--- src/rtl/uart_msg_pkg.sv ---
// Shared constants, types and helpers for the status-frame UART receiver.
package uart_msg_pkg;

   localparam int FRAME_LEN        = 9;
   localparam int DEF_CLKS_PER_BIT = 434;

   localparam logic [7:0] CH_G    = 8'h47;
   localparam logic [7:0] CH_B    = 8'h42;
   localparam logic [7:0] CH_I    = 8'h49;
   localparam logic [7:0] CH_DASH = 8'h2D;
   localparam logic [7:0] CH_HASH = 8'h23;
   localparam logic [7:0] CH_NUL  = 8'h00;
   localparam logic [7:0] CH_M    = 8'h4D;
   localparam logic [7:0] CH_D    = 8'h44;
   localparam logic [7:0] CH_W    = 8'h57;
   localparam logic [7:0] CH_1    = 8'h31;
   localparam logic [7:0] CH_2    = 8'h32;
   localparam logic [7:0] CH_3    = 8'h33;

   localparam logic [1:0] COL_RED   = 2'd0;
   localparam logic [1:0] COL_GREEN = 2'd1;
   localparam logic [1:0] COL_BLUE  = 2'd2;

   typedef enum logic [1:0] {
      RX_IDLE,
      RX_START,
      RX_DATA,
      RX_STOP
   } rx_state_e;

   // Maps a colour letter (already validated) to its colour code.
   function automatic logic [1:0] colour_code(input logic [7:0] ch);
      case (ch)
         CH_D:    colour_code = COL_GREEN;
         CH_W:    colour_code = COL_BLUE;
         default: colour_code = COL_RED;
      endcase
   endfunction

   // True when ch is an acceptable byte at frame position idx.
   function automatic logic byte_expected(input logic [3:0] idx, input logic [7:0] ch);
      case (idx)
         4'd0:    byte_expected = (ch == CH_G);
         4'd1:    byte_expected = (ch == CH_B);
         4'd2:    byte_expected = (ch == CH_I);
         4'd3:    byte_expected = (ch == CH_1) || (ch == CH_2) || (ch == CH_3);
         4'd4:    byte_expected = (ch == CH_DASH);
         4'd5:    byte_expected = (ch == CH_M) || (ch == CH_D) || (ch == CH_W);
         4'd6:    byte_expected = (ch == CH_DASH);
         4'd7:    byte_expected = (ch == CH_HASH);
         4'd8:    byte_expected = (ch == CH_NUL);
         default: byte_expected = 1'b0;
      endcase
   endfunction

endpackage

--- src/rtl/uart_rx_byte.sv ---
// 8N1 UART byte receiver: two-flop synchroniser plus start/data/stop FSM.
module uart_rx_byte
   import uart_msg_pkg::*;
#(
   parameter int CLKS_PER_BIT = DEF_CLKS_PER_BIT
) (
   input  logic       clk,
   input  logic       rst,
   input  logic       rx_i,
   output logic [7:0] data_o,
   output logic       data_valid_o,
   output logic       frame_err_o
);

   localparam logic [8:0] HALF_M1 = 9'(CLKS_PER_BIT / 2 - 1);
   localparam logic [8:0] BIT_M1  = 9'(CLKS_PER_BIT - 1);

   logic      sync1_q, sync2_q;
   rx_state_e state_q, state_d;
   logic [8:0] cnt_q, cnt_d;
   logic [2:0] bit_q, bit_d;
   logic [7:0] shift_q, shift_d;
   logic [7:0] data_q, data_d;
   logic       valid_q, valid_d;
   logic       ferr_q, ferr_d;

   // Synchroniser flops idle high so reset never looks like a start bit.
   always_ff @(posedge clk or posedge rst) begin
      if (rst) begin
         sync1_q <= 1'b1;
         sync2_q <= 1'b1;
      end else begin
         sync1_q <= rx_i;
         sync2_q <= sync1_q;
      end
   end

   // Next-state logic: sample mid-bit, reject start glitches, check the stop bit.
   always_comb begin
      state_d = state_q;
      cnt_d   = cnt_q + 9'd1;
      bit_d   = bit_q;
      shift_d = shift_q;
      data_d  = data_q;
      valid_d = 1'b0;
      ferr_d  = 1'b0;
      case (state_q)
         RX_IDLE: begin
            cnt_d = 9'd0;
            if (!sync2_q) state_d = RX_START;
         end
         RX_START: begin
            if (cnt_q == HALF_M1) begin
               cnt_d   = 9'd0;
               bit_d   = 3'd0;
               state_d = sync2_q ? RX_IDLE : RX_DATA;
            end
         end
         RX_DATA: begin
            if (cnt_q == BIT_M1) begin
               cnt_d   = 9'd0;
               shift_d = {sync2_q, shift_q[7:1]};
               if (bit_q == 3'd7) state_d = RX_STOP;
               else               bit_d   = bit_q + 3'd1;
            end
         end
         RX_STOP: begin
            if (cnt_q == BIT_M1) begin
               cnt_d   = 9'd0;
               state_d = RX_IDLE;
               if (sync2_q) begin
                  data_d  = shift_q;
                  valid_d = 1'b1;
               end else begin
                  ferr_d  = 1'b1;
               end
            end
         end
         default: state_d = RX_IDLE;
      endcase
   end

   // State and datapath registers.
   always_ff @(posedge clk or posedge rst) begin
      if (rst) begin
         state_q <= RX_IDLE;
         cnt_q   <= 9'd0;
         bit_q   <= 3'd0;
         shift_q <= 8'd0;
         data_q  <= 8'd0;
         valid_q <= 1'b0;
         ferr_q  <= 1'b0;
      end else begin
         state_q <= state_d;
         cnt_q   <= cnt_d;
         bit_q   <= bit_d;
         shift_q <= shift_d;
         data_q  <= data_d;
         valid_q <= valid_d;
         ferr_q  <= ferr_d;
      end
   end

   assign data_o       = data_q;
   assign data_valid_o = valid_q;
   assign frame_err_o  = ferr_q;

endmodule

--- src/rtl/uart_msg_rx.sv ---
// Status-frame receiver: validates "GBI<n>-<c>-#<NUL>" and reports node/colour.
module uart_msg_rx
   import uart_msg_pkg::*;
#(
   parameter int CLKS_PER_BIT = DEF_CLKS_PER_BIT,
   parameter int TIMEOUT_CLKS = 8680
) (
   input  logic       clk,
   input  logic       rst,
   input  logic       rx,
   output logic [7:0] rx_byte,
   output logic       rx_byte_valid,
   output logic       msg_valid,
   output logic [1:0] node_num,
   output logic [1:0] colour_id,
   output logic       msg_err,
   output logic       frame_err,
   output logic [7:0] msg_count
);

   localparam logic [3:0]  IDX_LAST  = 4'(FRAME_LEN - 1);
   localparam logic [13:0] TIMEOUT_V = 14'(TIMEOUT_CLKS);

   logic [7:0] b_data;
   logic       b_valid, b_ferr;

   logic [3:0]  idx_q, idx_d;
   logic [13:0] gap_q, gap_d;
   logic [1:0]  node_sh_q, node_sh_d, col_sh_q, col_sh_d;
   logic [1:0]  node_q, node_d, col_q, col_d;
   logic [7:0]  cnt_q, cnt_d;
   logic        mvalid_q, mvalid_d, merr_q, merr_d, ferr_q;
   logic        busy, timeout;

   uart_rx_byte #(.CLKS_PER_BIT(CLKS_PER_BIT)) u_rx (
      .clk         (clk),
      .rst         (rst),
      .rx_i        (rx),
      .data_o      (b_data),
      .data_valid_o(b_valid),
      .frame_err_o (b_ferr)
   );

   // Parser: advance on matching bytes, abort on mismatch, framing error or idle gap.
   always_comb begin
      idx_d     = idx_q;
      node_sh_d = node_sh_q;
      col_sh_d  = col_sh_q;
      node_d    = node_q;
      col_d     = col_q;
      cnt_d     = cnt_q;
      mvalid_d  = 1'b0;
      merr_d    = 1'b0;
      busy      = (idx_q != 4'd0);
      timeout   = busy && !b_valid && (gap_q == TIMEOUT_V);
      if (b_valid) begin
         if (byte_expected(idx_q, b_data)) begin
            if (idx_q == 4'd3) node_sh_d = b_data[1:0];
            if (idx_q == 4'd5) col_sh_d  = colour_code(b_data);
            if (idx_q == IDX_LAST) begin
               mvalid_d = 1'b1;
               node_d   = node_sh_q;
               col_d    = col_sh_q;
               cnt_d    = cnt_q + 8'd1;
               idx_d    = 4'd0;
            end else begin
               idx_d    = idx_q + 4'd1;
            end
         end else if (busy) begin
            // A stray 'G' is treated as the start of a new frame.
            merr_d = 1'b1;
            idx_d  = (b_data == CH_G) ? 4'd1 : 4'd0;
         end
      end else if ((b_ferr && busy) || timeout) begin
         merr_d = 1'b1;
         idx_d  = 4'd0;
      end
      gap_d = (b_valid || idx_d == 4'd0) ? 14'd0 : gap_q + 14'd1;
   end

   // Parser registers; frame_err is delayed one cycle so it lines up with msg_err.
   always_ff @(posedge clk or posedge rst) begin
      if (rst) begin
         idx_q     <= 4'd0;
         gap_q     <= 14'd0;
         node_sh_q <= 2'd0;
         col_sh_q  <= 2'd0;
         node_q    <= 2'd0;
         col_q     <= 2'd0;
         cnt_q     <= 8'd0;
         mvalid_q  <= 1'b0;
         merr_q    <= 1'b0;
         ferr_q    <= 1'b0;
      end else begin
         idx_q     <= idx_d;
         gap_q     <= gap_d;
         node_sh_q <= node_sh_d;
         col_sh_q  <= col_sh_d;
         node_q    <= node_d;
         col_q     <= col_d;
         cnt_q     <= cnt_d;
         mvalid_q  <= mvalid_d;
         merr_q    <= merr_d;
         ferr_q    <= b_ferr;
      end
   end

   assign rx_byte       = b_data;
   assign rx_byte_valid = b_valid;
   assign msg_valid     = mvalid_q;
   assign node_num      = node_q;
   assign colour_id     = col_q;
   assign msg_err       = merr_q;
   assign frame_err     = ferr_q;
   assign msg_count     = cnt_q;

endmodule

--- config.mk ---
export PLATFORM = sky130hd
export DESIGN_NAME = uart_msg_rx
export DESIGN_NICKNAME = d
export VERILOG_FILES = /design/src/rtl/uart_msg_pkg.sv /design/src/rtl/uart_rx_byte.sv /design/src/rtl/uart_msg_rx.sv
export SDC_FILE = /design/constraint.sdc
export NUM_CORES = 1
export LEC_CHECK = 0
export CORE_AREA = 2 2 92 94
export DETAILED_ROUTE_END_ITERATION = 10
export DIE_AREA = 0 0 94 96
export PLACE_DENSITY = 0.7
export RECOVER_POWER = 25
export SLEW_MARGIN = 40
export SYNTH_ARGS = -nofsm -noshare
export SYNTH_HDL_FRONTEND = slang
export SYNTH_SLANG_ARGS = --single-unit
--- constraint.sdc ---
create_clock -name clk -period 6.15 [get_ports clk]
set_clock_uncertainty 0.05 [all_clocks]
set_input_delay 1.845 -clock clk [delete_from_list [all_inputs] [get_ports clk]]
set_output_delay 1.845 -clock clk [all_outputs]
set_load 0.03 [all_outputs]
==> flow_summary.yaml, run 1 <==
detailed_routing:
  routed_via_density: 5.20
  drt_first_pass_iters: 4
  antenna_left: 0
  route.vias.total: 2454
  drc: 0
  wl_per_cell_microns: 13.4
  drtIter0Drc: 156
  wl_microns: 6320
sta:
  rsz0062_at_grt: "no"
  maxSlewHeadroom_pct: 23.7
  max_freq_mhz: 282
  holdWs_ns: 0.307
  hold_viol_final: 0
  worstMarginPinSlew_ns: 1.14
  fin_crit_ns: 3.54
  period_share_pct: 57.6
  drv_slew: 0
  worst_slack_ns: 2.61
  finalSetupViolCount: 0
  setup_tns_ns: 0
place:
  io_buffers: 26
  dp.cells: 457
  hpwl_microns: 4430
  dpl-instance-area_sq_mm: 0.00383
  place.gp.congestion: 0.837
  dpl_worst_slack_ns: 2.73
clocking:
  cts_sinks: 71
  clk_latency_ns: 0.35
  cts_setup_buffers: 0
  numCtsBuffers: 9
  clock_path_buffers: 2
  cts_max_level: 3
  clk_pin_slew_ns: 0.07
  cts_resized: 0
  ctsHoldBuffers: 0
  clockRootBuffer: "clkbuf_8"
  cts_tree: "built"
logic_synthesis:
  syn_area_sq_mm: 0.00346
  synth-edff-count: 0
  synth_fp_nets: 350
  syn-mean-instance-area_sq_um: 10.3
  yosys_warnings: 0
  synthArstFlopShare_pct: 100
  synth_cell_type_count: 57
  ys.flop_type: "dfrtp_1"
  yosysSeqAreaShare_pct: 51.4
  ys_ff_latch: 71
  synthCells: 335
cells_and_area:
  drive_gt1_share_pct: 10.9
  final_core_util_pct: 49.6
  nets: 378
  seq_area_sq_mm: 0.00178
  final_cell_area_sq_mm: 0.00399
  fin_cells: 472
  multi_input_area_sq_mm: 0.00159
  diodes: 0
  n_fill_cell: 740
  syn2layout_area_growth_pct: 15.2
power_and_ir_drop:
  p_leak_nw: 1.77
  p_per_area_mw_per_mm2: 199
  ir_drop_mv: 0.127
  p_total_mw: 0.794
floorplan:
  start_util_pct: 43.0
  std_cell_rows: 33
  core_area_sq_mm: 0.00805
  ios: 27
  die_h_microns: 96
  die_area_sq_mm: 0.00902
  dieWidth_microns: 94
setup_path:
  critPathTopFamily: "buffers and inverters"
  rr_worst_depth: 8
  path_cells: "clkdlybuf4s50_1"
  critPathMaxStageDelay_ns: 0.75
  cp.depth: 1
  path_buf_inv: 1
  crit_arrival_ns: 1.65
  worstPathMaxFanout: 10
  critPathKind: "reg -> out"
  endpoint_kind: "output pin"
  cp_slowest_cell: "clkdlybuf4s50_1"
  crit_path_start_kind: "flip-flop"
  cp_data_required_time_ns: 4.26
worst_hold_path:
  hold_path.class: "reg -> reg"
  hold_depth: 0
run:
  cap_viol_max_count: 0
outcome:
  status: "finished, final reports clean"
global_route:
  grt_start_max_net_pins: 41
  gr-usage-all-layers_pct: 15.6
  grt_pass1_vias: 2385
  antenna_found_initial: 0
  overflow: 0
  grt_pass1_wl_microns: 11000
==> cells in the mapped netlist (2+ instances only) <==
master     n  share of area (%)
nand2_1   39                4.2
dfstp_2    2                1.5
a22o_1     2               0.51
a21oi_1    5               0.72
dfrtp_1   69                 50
nand2b_1   3               0.54
a211oi_1   3               0.65
and2_1     3               0.54
nor4_1     3               0.54
and3_1     8                1.4
a21oi_2    2               0.51
nand4_1    5               0.90
nor2_1    35                3.8
o21ai_0   12                1.7
xor2_1    16                4.0
nor2b_1    2               0.36
mux2_2    16                5.2
nand3_1   19                2.7
clkbuf_1   8               0.87
inv_1     15                1.6
nand3b_1   2               0.43
nor3_1     8                1.2
xnor2_1   12                3.0
nor3b_1    2               0.43
ha_1      12                4.3
==> path summary, 6_finish.rpt <==
kind	slack, ns	end	from
min	0.31	u_rx.sync2_q	u_rx.sync1_q
max in group asynchronous	2.75	u_rx.sync2_q	rst
min reg2reg	0.31	u_rx.sync2_q	u_rx.sync1_q
min in group asynchronous	2.17	gap_q[9]	rst
max	2.61	rx_byte[4]	u_rx.data_o[4]
max reg2reg	2.70	node_num[1]	idx_q[0]
==> layer usage <==
| metal | wire length (microns) | global-route usage [%] | share of wire (%) |
|---|---|---|---|
| met5 | 0 | 0 | 0 |
| met4 | 136 | 6.52 | 2.2 |
| met3 | 141 | 3.84 | 2.2 |
| met2 | 3060 | 25.3 | 48 |
| met1 | 2980 | 20.0 | 47 |
==> flip-flops by register name, indices dropped and copies added (netlist names), named ones only <==
signal             count
u_rx.cnt_q             9
gap_q                 14
col_sh_q               2
frame_err              1
u_rx.sync1_q           1
msg_count              8
u_rx.state_q           1
u_rx.shift_q           8
u_rx.data_o            8
node_sh_q              2
msg_err                1
u_rx.data_valid_o      1
u_rx.bit_q             3
u_rx.frame_err_o       1
node_num               2
msg_valid              1
idx_q                  4
u_rx.sync2_q           1
colour_id              2
==> layout make-up <==
cell class / instances / area share (%)
clock buffers: 11 / 3.54
clock inverters: 4 / 0.564
inverters: 15 / 1.41
multi-input cells: 239 / 39.9
flip-flops and latches: 71 / 44.6
well taps: 105 / 3.29
repair buffers: 27 / 6.71
==> cells by family after synthesis <==
logic type	Yosys count	synth area share, %
fa+ha+maj	12	4.33
buf+inv	25	2.93
xor+xnor	28	7.08
simple gates	142	20.3
flops	71	51.4
compound gates	39	8.16
mux	18	5.81
==> power by group <==
group / internal, mW / switching, mW
sequential: 0.468 / 0.000457
clock: 0.153 / 0.162
combinational: 0.00148 / 0.00892
==> layout by cell type, fill, tap and decap left out, types with 3 or more instances in the layout <==
cell             Yosys  final
nor3_1               8      8
xor2_1              16     16
nand3_1             19     19
nor2_1              35     35
clkdlybuf4s50_1      0     24
nor4_1               3      3
and3_1               8      8
a211oi_1             3      3
nand2b_1             3      3
mux2_2              16     16
a21oi_1              5      5
clkbuf_8             0     10
and2_1               3      3
ha_1                12     12
xnor2_1             12     12
nand4_1              5      5
clkinv_2             0      3
dfrtp_1             69     69
o21ai_0             12     12
nand2_1             39     39
inv_1               15     15
Note: power is estimated with default switching activity, not from simulation.
==> inputs of run 2 (changes only) <==
- PLACE_DENSITY: 0.7 -> 0.72
- clock period: 6.15 -> 3 ns (I/O delays scaled with it)
==> run 2 against run 1 <==
Compared with the run above:
- global-route usage is 0.49 points higher
- combinational power rose by 140%
- design area grew 4.9%
- worst hold slack improved by 0.0046 ns
- worst setup slack worse by 2.5 ns
==> flow_summary.yaml, run 2 (synthesis results as in run 1) <==
floorplan:
  core_area_sq_mm: 0.00805
  die_area_sq_mm: 0.00902
  dieWidth_microns: 94
  std_cell_rows: 33
  ios: 27
  die_h_microns: 96
  start_util_pct: 43.0
run:
  cap_viol_max_count: 0
global_route:
  antenna_found_initial: 0
  overflow: 0
  grt_start_max_net_pins: 26
  gr-usage-all-layers_pct: 16.1
  grt_pass1_wl_microns: 11200
  grt_pass1_vias: 2424
sta:
  rsz0062_at_grt: "yes"
  worstMarginPinSlew_ns: 0.964
  fin_crit_ns: 2.90
  max_freq_mhz: 345
  drv_slew: 0
  maxSlewHeadroom_pct: 35.6
  holdWs_ns: 0.312
  worst_slack_ns: 0.102
  finalSetupViolCount: 0
  setup_tns_ns: 0
  hold_viol_final: 0
  period_share_pct: 96.6
cells_and_area:
  drive_gt1_share_pct: 15.6
  diodes: 0
  layout.cells.most_common: "dfrtp_1"
  final_core_util_pct: 52.0
  fin_cells: 490
  syn2layout_area_growth_pct: 20.8
  largestRegisters: "gap_q (14), u_rx.cnt_q (9)"
  layout_common_cells: "dfrtp_1, nand2_1, nor2_1, clkdlybuf4s50_1, nand3_1"
  nets: 395
  largest_reg_flops: 14
  top_register: "gap_q"
outcome:
  status: "finished, final reports clean"
clocking:
  clock_path_buffers: 2
  cts_sinks: 71
  clk_pin_slew_ns: 0.07
  clockRootBuffer: "clkbuf_8"
  cts_tree: "built"
  clk_latency_ns: 0.35
  numCtsBuffers: 9
  cts_max_level: 3
  ctsHoldBuffers: 0
worst_hold_path:
  hold_start: "u_rx.sync1_q"
  hold_end: "u_rx.sync2_q"
  hold_depth: 0
  hold_path.class: "reg -> reg"
detailed_routing:
  drtIter0Drc: 121
  route.vias.total: 2540
  drt_first_pass_iters: 4
  routed_via_density: 5.18
  drc: 0
  wl_per_cell_microns: 14.1
  antenna_left: 0
  wl_microns: 6900
place:
  hpwl_microns: 4630
  dpl_worst_slack_ns: 0.0866
  io_buffers: 26
  place.gp.congestion: 0.858
  dp.cells: 470
power_and_ir_drop:
  ir_drop_mv: 0.249
  p_leak_nw: 1.89
  p_per_area_mw_per_mm2: 413
setup_path:
  r2r-end: "msg_count[1]"
  crit_path_start_kind: "flip-flop"
  cp_data_required_time_ns: 3.18
  endpoint_kind: "flip-flop"
  worstReg2RegStart: "idx_q[1]"
  rr_worst_depth: 9
  critPathKind: "reg -> reg"
  worstPathMaxFanout: 7
  crit_arrival_ns: 3.08
  worst-r2r-setup-slack_ns: 0.10
-- run 2: cell count changes in the layout (fill, tap and decap cells not counted), sizes merged --
| cell | delta |
|---|---|
| clkinvlp | -1 |
| buf | +15 |
| clkbuf | +3 |
| bufinv | +1 |
-- run 2: how the worst max path moves through the flow --
stage | cells past startpoint | start | slack (ns) | end
6_report | 9 | idx_q[1] | 0.10 | msg_count[1]
5_1_grt | 10 | idx_q[0] | -0.09 | msg_count[5]
4_1_cts | 10 | idx_q[1] | 0.05 | node_sh_q[1]
3_5_place_dp | 9 | idx_q[1] | 0.09 | colour_id[1]
3_3_place_gp | 9 | idx_q[1] | 0.18 | colour_id[0]
2_1_floorplan | 9 | idx_q[0] | 0.03 | colour_id[0]
-- run 2: repair_timing --
action,CTS,global route
setup buffers,0,3
resized for setup,0,11
setup endpoints to repair,0,14
-- run 2: critical path: stages (launching register included) --
cell       delay [ns]
dfrtp_1          0.43
inv_2            0.08
ha_4             0.18
or4b_4           0.50
a2111o_1         0.39
a21oi_2          0.17
o2111ai_2        0.14
a211oi_2         0.34
buf_6            0.20
mux2_4           0.30
-- run 2: per-stage QoR --
| step | total power, mW | area (sq um) |
|---|---|---|
| 2_1_floorplan | 0.993 | 3470 |
| 3_3_place_gp | 1.01 | 3940 |
| 3_5_place_dp | 1.01 | 3940 |
| 4_1_cts | 1.76 | 4130 |
| 5_1_grt | 1.80 | 4190 |
| 6_report | 1.73 | 4190 |
-- run 2: report_power, final --
group	total (mW)	switching (mW)	internal, mW
registers	0.960	0.00106	0.959
clock network	0.745	0.342	0.403
logic	0.0247	0.0194	0.00525
-- run 2: layout make-up --
cell class | instances | area, sq um
fill | 713 | 3870
sequential | 71 | 1780
multi-input combinational | 239 | 1630
timing repair buffer | 44 | 403
clock buffer | 12 | 145
tap | 105 | 131
inverter | 15 | 56.3
clock inverter | 4 | 45.0
-- run 2: routing by layer --
layer	share of wire, %	up-vias	track usage, %
li1	-	1250	-
met1	47	1249	20.6
met2	49	30	25.8
met3	2.7	11	3.92
met4	1.6	0	7.61
met5	0	-	0
==> RTL edit 1, RTL diff (settings of run 2) <==
Make the reset (`rst`) synchronous in 3 clocked blocks.
--- a/src/rtl/uart_rx_byte.sv
+++ b/src/rtl/uart_rx_byte.sv
@@ -27,3 +27,3 @@
    // Synchroniser flops idle high so reset never looks like a start bit.
-   always_ff @(posedge clk or posedge rst) begin
+   always_ff @(posedge clk) begin
       if (rst) begin
@@ -83,3 +83,3 @@
    // State and datapath registers.
-   always_ff @(posedge clk or posedge rst) begin
+   always_ff @(posedge clk) begin
       if (rst) begin
--- a/src/rtl/uart_msg_rx.sv
+++ b/src/rtl/uart_msg_rx.sv
@@ -81,3 +81,3 @@
    // Parser registers; frame_err is delayed one cycle so it lines up with msg_err.
-   always_ff @(posedge clk or posedge rst) begin
+   always_ff @(posedge clk) begin
       if (rst) begin
Check against the original RTL: no difference found for any inputs over 10 cycles, from zero or initial values and one cycle with rst high; that may be too few to reach the edited logic, so the function may still have changed.
==> RTL edit 1 against run 2 <==
- clock power grew 27%
- synthesized area shrank 2.7%
- combinational power shrank 15%
- sequential cell count is the same
- routed wire length shrank 3.4%
- non-clock buffer count shrank 10
- die area is the same
- count of clock-buffer cells in the layout shrank 2
- total power grew 11%
- sequential share of layout area shrank 6.9 points
- setup slack gained 0.071 ns
- cell area shrank 4.6%
- largest cell class is now multi-input combinational cells
==> RTL edit 1: results (changes against run 2) <==
status: "finished, final reports clean"  # unchanged
switchingPower_w: 0.0003840  # was 0.0003620 W
pg_clk_w: 0.000949  # was 0.000745 W
yosys-top-cells-area: "dfxtp_1 42%, nor2_1 8.3%, mux2i_1 7.7%, ha_1 4.5%, xor2_1 3.6%"  # was dfrtp_1 50%, mux2_2 5.2%, ha_1 4.3%, nand2_1 4.2%, xor2_1 4.0%
ctsResizeCount: 0  # unchanged
min_from: "u_rx.sync1_q"  # unchanged
crit_path_end_kind: "flip-flop"  # unchanged
gr-usage-met2_pct: 26.07  # was 25.83%
rr_worst_depth: 10  # was 9
ys_types: 53  # was 57
fin_ws_ns: 0.1733  # was 0.1023 ns
p_leak_nw: 1.466  # was 1.886 nW
use_met1_pct: 19.33  # was 20.57%
layout-drive-gt1-share_pct: 8.193  # was 15.58%
vias: 2710  # was 2,540
tightest_slew_ns: 0.6573  # was 0.9644 ns
dpl_worst_slack_ns: 0.1178  # was 0.08656 ns
min_to: "u_rx.sync2_q"  # unchanged
drt-met1-wl_um: 3170  # was 3228 um
routed_wl_um: 6665  # was 6899 um
p_per_area_nw_per_um2: 479.4  # was 413.3 nW/um2
grt.total_usage_pct: 15.77  # was 16.08%
grt_max_degree: 33  # was 26
grt_pass1_vias: 2448  # was 2,424
powerComb_w: 0.0000211  # was 0.0000247 W
portBuffers: 26  # unchanged
cp_max_fo: 18  # was 7
hold_depth: 1  # was 0
synth_common_cells: "75 x nor2_1, 71 x dfxtp_1, 26 x mux2i_1"  # was 69 x dfrtp_1, 39 x nand2_1, 35 x nor2_1
dp_hpwl_um: 4751  # was 4631 um
dr.first_iter.drc_count: 125  # was 121
r2r-end: "msg_count[4]"  # was msg_count[1]
dp_cells: 503  # was 470
finalWeightedCongestion: 0.8267  # was 0.8580
place_area_um2: 3740  # was 3944 um2
avgSynthCellArea_um2: 8.804  # was 10.34 um2
top_layer: "met4"  # unchanged
crit_start: "idx_q[0]"  # was idx_q[1]
worstPathArrival_ns: 3.05  # was 3.08 ns
synth_nets: 398  # was 350
ir_drop_mv: 0.2382  # was 0.2494 mV
final_nets: 425  # was 395
rrSetupSlack_ns: 0.17  # was 0.10 ns
fin_worst_hold_slack_ns: 0.3695  # was 0.3120 ns
use_met3_pct: 3.759  # was 3.915%
postSynth.asyncResetShare_pct: 0  # was 100.0%
wire_per_inst_um: 12.82  # was 14.08 um
crit_path_top_delay_cell: "or4b_1"  # was or4b_4
fillers: 755  # was 713
wl_met2_um: 3150  # was 3371 um
-- RTL edit 1: cell count changes after synthesis, moves of 7 or more --
cell      change
a21oi_1       +8
or3_1         +8
mux2_2       -16
clkbuf_1      +7
dfxtp_1      +71
mux2i_1      +25
nand2_1      -18
nor2_1       +40
dfrtp_1      -69
-- RTL edit 1: cell families after synthesis --
logic type	synth area share, %
and+or+nand+nor	25.94
DFF	42.15
AOI/OAI and AO/OA	10.46
buffers and inverters	3.562
muxes	7.718
xor gates and xnor gates	5.714
adders and majority gates	4.453
-- RTL edit 1: critical path: cells and delay by family (launching register included) --
family | cells | cell delay (ns)
buf+inv | 2 | 0.38
compound gates | 3 | 0.44
flops | 1 | 0.35
simple gates | 4 | 1.27
fa+ha+maj | 1 | 0.26
-- RTL edit 1: area by class of cell --
type	instances	area (um2)	area share, %
tap	105	131.4	3.289
clock inverter	6	115.1	2.882
inverter	13	48.80	1.222
multi-input combinational	281	1833	45.90
timing repair buffer	34	306.5	7.675
clock buffer	10	137.6	3.446
sequential	71	1421	35.59
==> RTL edit 2, RTL diff (config.mk and constraints of run 2) <==
Made on the original files. Set the parameter `TIMEOUT_CLKS` to 6510 (it was 8680).
--- a/src/rtl/uart_msg_rx.sv
+++ b/src/rtl/uart_msg_rx.sv
@@ -5,3 +5,3 @@
    parameter int CLKS_PER_BIT = DEF_CLKS_PER_BIT,
-   parameter int TIMEOUT_CLKS = 8680
+   parameter int TIMEOUT_CLKS = 6510
 ) (
Formal check against the unedited RTL: no difference found for any inputs over 10 cycles, from zero or initial values and one cycle with rst high; that may be too few to reach the edited logic, so the function may still have changed.
==> RTL edit 2 against run 2 <==
- setup slack better by 0.20 ns
- sequential cell count unchanged
- combinational power down 11%
- routed wire length down 4.5%
- non-clock buffer count down 15
- fmax up 7.3%
- total power down 4.0%
- sequential power about the same
- cell area down 3.6%
- critical path depth down 1
- synthesized area up 1.6%
- first-iteration DRC count down 14%
==> RTL edit 2: results (changes against run 2) <==
rr_worst_depth: 8  # was 9
finalWeightedCongestion: 0.9560  # was 0.8580
final_nets: 366  # was 395
ys_warn_count: 0  # unchanged
root_buffer: "clkbuf_8"  # unchanged
synth_nets: 336  # was 350
crit_path_top_delay_cell: "dfrtp_1"  # was or4b_4
fin_worst_hold_slack_ns: 0.3075  # was 0.3120 ns
layout-drive-gt1-share_pct: 16.90  # was 15.58%
grt_pass1_vias: 2403  # was 2,424
crit_start: "idx_q[0]"  # was idx_q[1]
crit_path_max_incr_delay_ns: 0.44  # was 0.50 ns
portBuffers: 26  # unchanged
muxShareOfSynthArea_pct: 8.635  # was 5.814%
layout.cells.non_filler: 460  # was 490
synth_compound_area_share_pct: 7.960  # was 8.162%
tightest_slew_ns: 0.9808  # was 0.9644 ns
dp_cells: 445  # was 470
routed_wl_um: 6588  # was 6899 um
antennaDiodeCount: 0  # unchanged
p_per_area_nw_per_um2: 411.4  # was 413.3 nW/um2
synthAdderAreaFrac_pct: 4.264  # was 4.334%
ys_types: 55  # was 57
ir_drop_mv: 0.3094  # was 0.2494 mV
switchingPower_w: 0.0003799  # was 0.0003620 W
synth_common_cells: "69 x dfrtp_1, 40 x nor2_1, 27 x mux2_2"  # was 69 x dfrtp_1, 39 x nand2_1, 35 x nor2_1
postSynth.asyncResetShare_pct: 100.0  # unchanged
netlist_instances: 321  # was 335
synth_xor_area_share_pct: 6.468  # was 7.078%
status: "finished, final reports clean"  # unchanged
crit_type: "flip-flop to flip-flop"  # unchanged
powerComb_w: 0.0000220  # was 0.0000247 W
min_to: "u_rx.sync2_q"  # unchanged
place_area_um2: 3879  # was 3944 um2
numCtsBuffers: 9  # unchanged
drv_slew: 0  # unchanged
r2r-end: "col_sh_q[0]"  # was msg_count[1]
core_um2: 8051  # unchanged
hold_depth: 0  # unchanged
clockBufferDepth: 2  # unchanged
fillers: 735  # was 713
grt.total_usage_pct: 16.39  # was 16.08%
postCtsSetupRepairBufs: 0  # unchanged
rrSetupSlack_ns: 0.30  # was 0.10 ns
synth-seq-area-share_pct: 50.53  # was 51.35%
dr.first_iter.drc_count: 104  # was 121
dr.pass1.iters: 4  # unchanged
worstPathArrival_ns: 2.87  # was 3.08 ns
p_leak_nw: 1.775  # was 1.886 nW
yosys-top-cells-area: "dfrtp_1 49%, mux2_2 8.6%, ha_1 4.3%, nor2_1 4.3%, xnor2_1 3.7%"  # was dfrtp_1 50%, mux2_2 5.2%, ha_1 4.3%, nand2_1 4.2%, xor2_1 4.0%
dp_hpwl_um: 4567  # was 4631 um
grt_pass1_wl_um: 11520  # was 11,230 um
grt_max_degree: 42  # was 26
dpl_worst_slack_ns: 0.3481  # was 0.08656 ns
cp_top_family: "compound AO/OA/AOI/OAI gates"  # unchanged
pg_clk_w: 0.000678  # was 0.000745 W
max_freq_mhz: 370.4  # was 345.1 MHz
viasPerCell: 5.317  # was 5.184
cts.reportedPaths.clkPinSlew_ns: 0.07  # about the same
## RTL edit 2: cell count changes after synthesis, sizes merged, moves of 5 or more
cell   before  now
mux2       17   27
nand2      39   23
nand3      19   14
nor2       35   41
o21ai      12    1
xor2       16   11
## RTL edit 2: layout make-up
class                           instances  share of cell area (%)
Timing Repair Buffer                   29                   6.946
Inverter                               11                   1.023
Multi-Input combinational cell        229                   40.43
Sequential cell                        71                   44.09
Clock buffer                           10                   3.411
Tap cell                              105                   3.256
Clock inverter                          5                  0.8372
## RTL edit 2: layer usage
layer / track usage, % / up-vias / share of wire [%]
met1: 22.77 / 1201 / 47
met3: 4.699 / 8 / 3.1
met5: 0 / - / 0
li1: - / 1185 / -
met4: 5.193 / 0 / 1.4
met2: 24.94 / 52 / 48
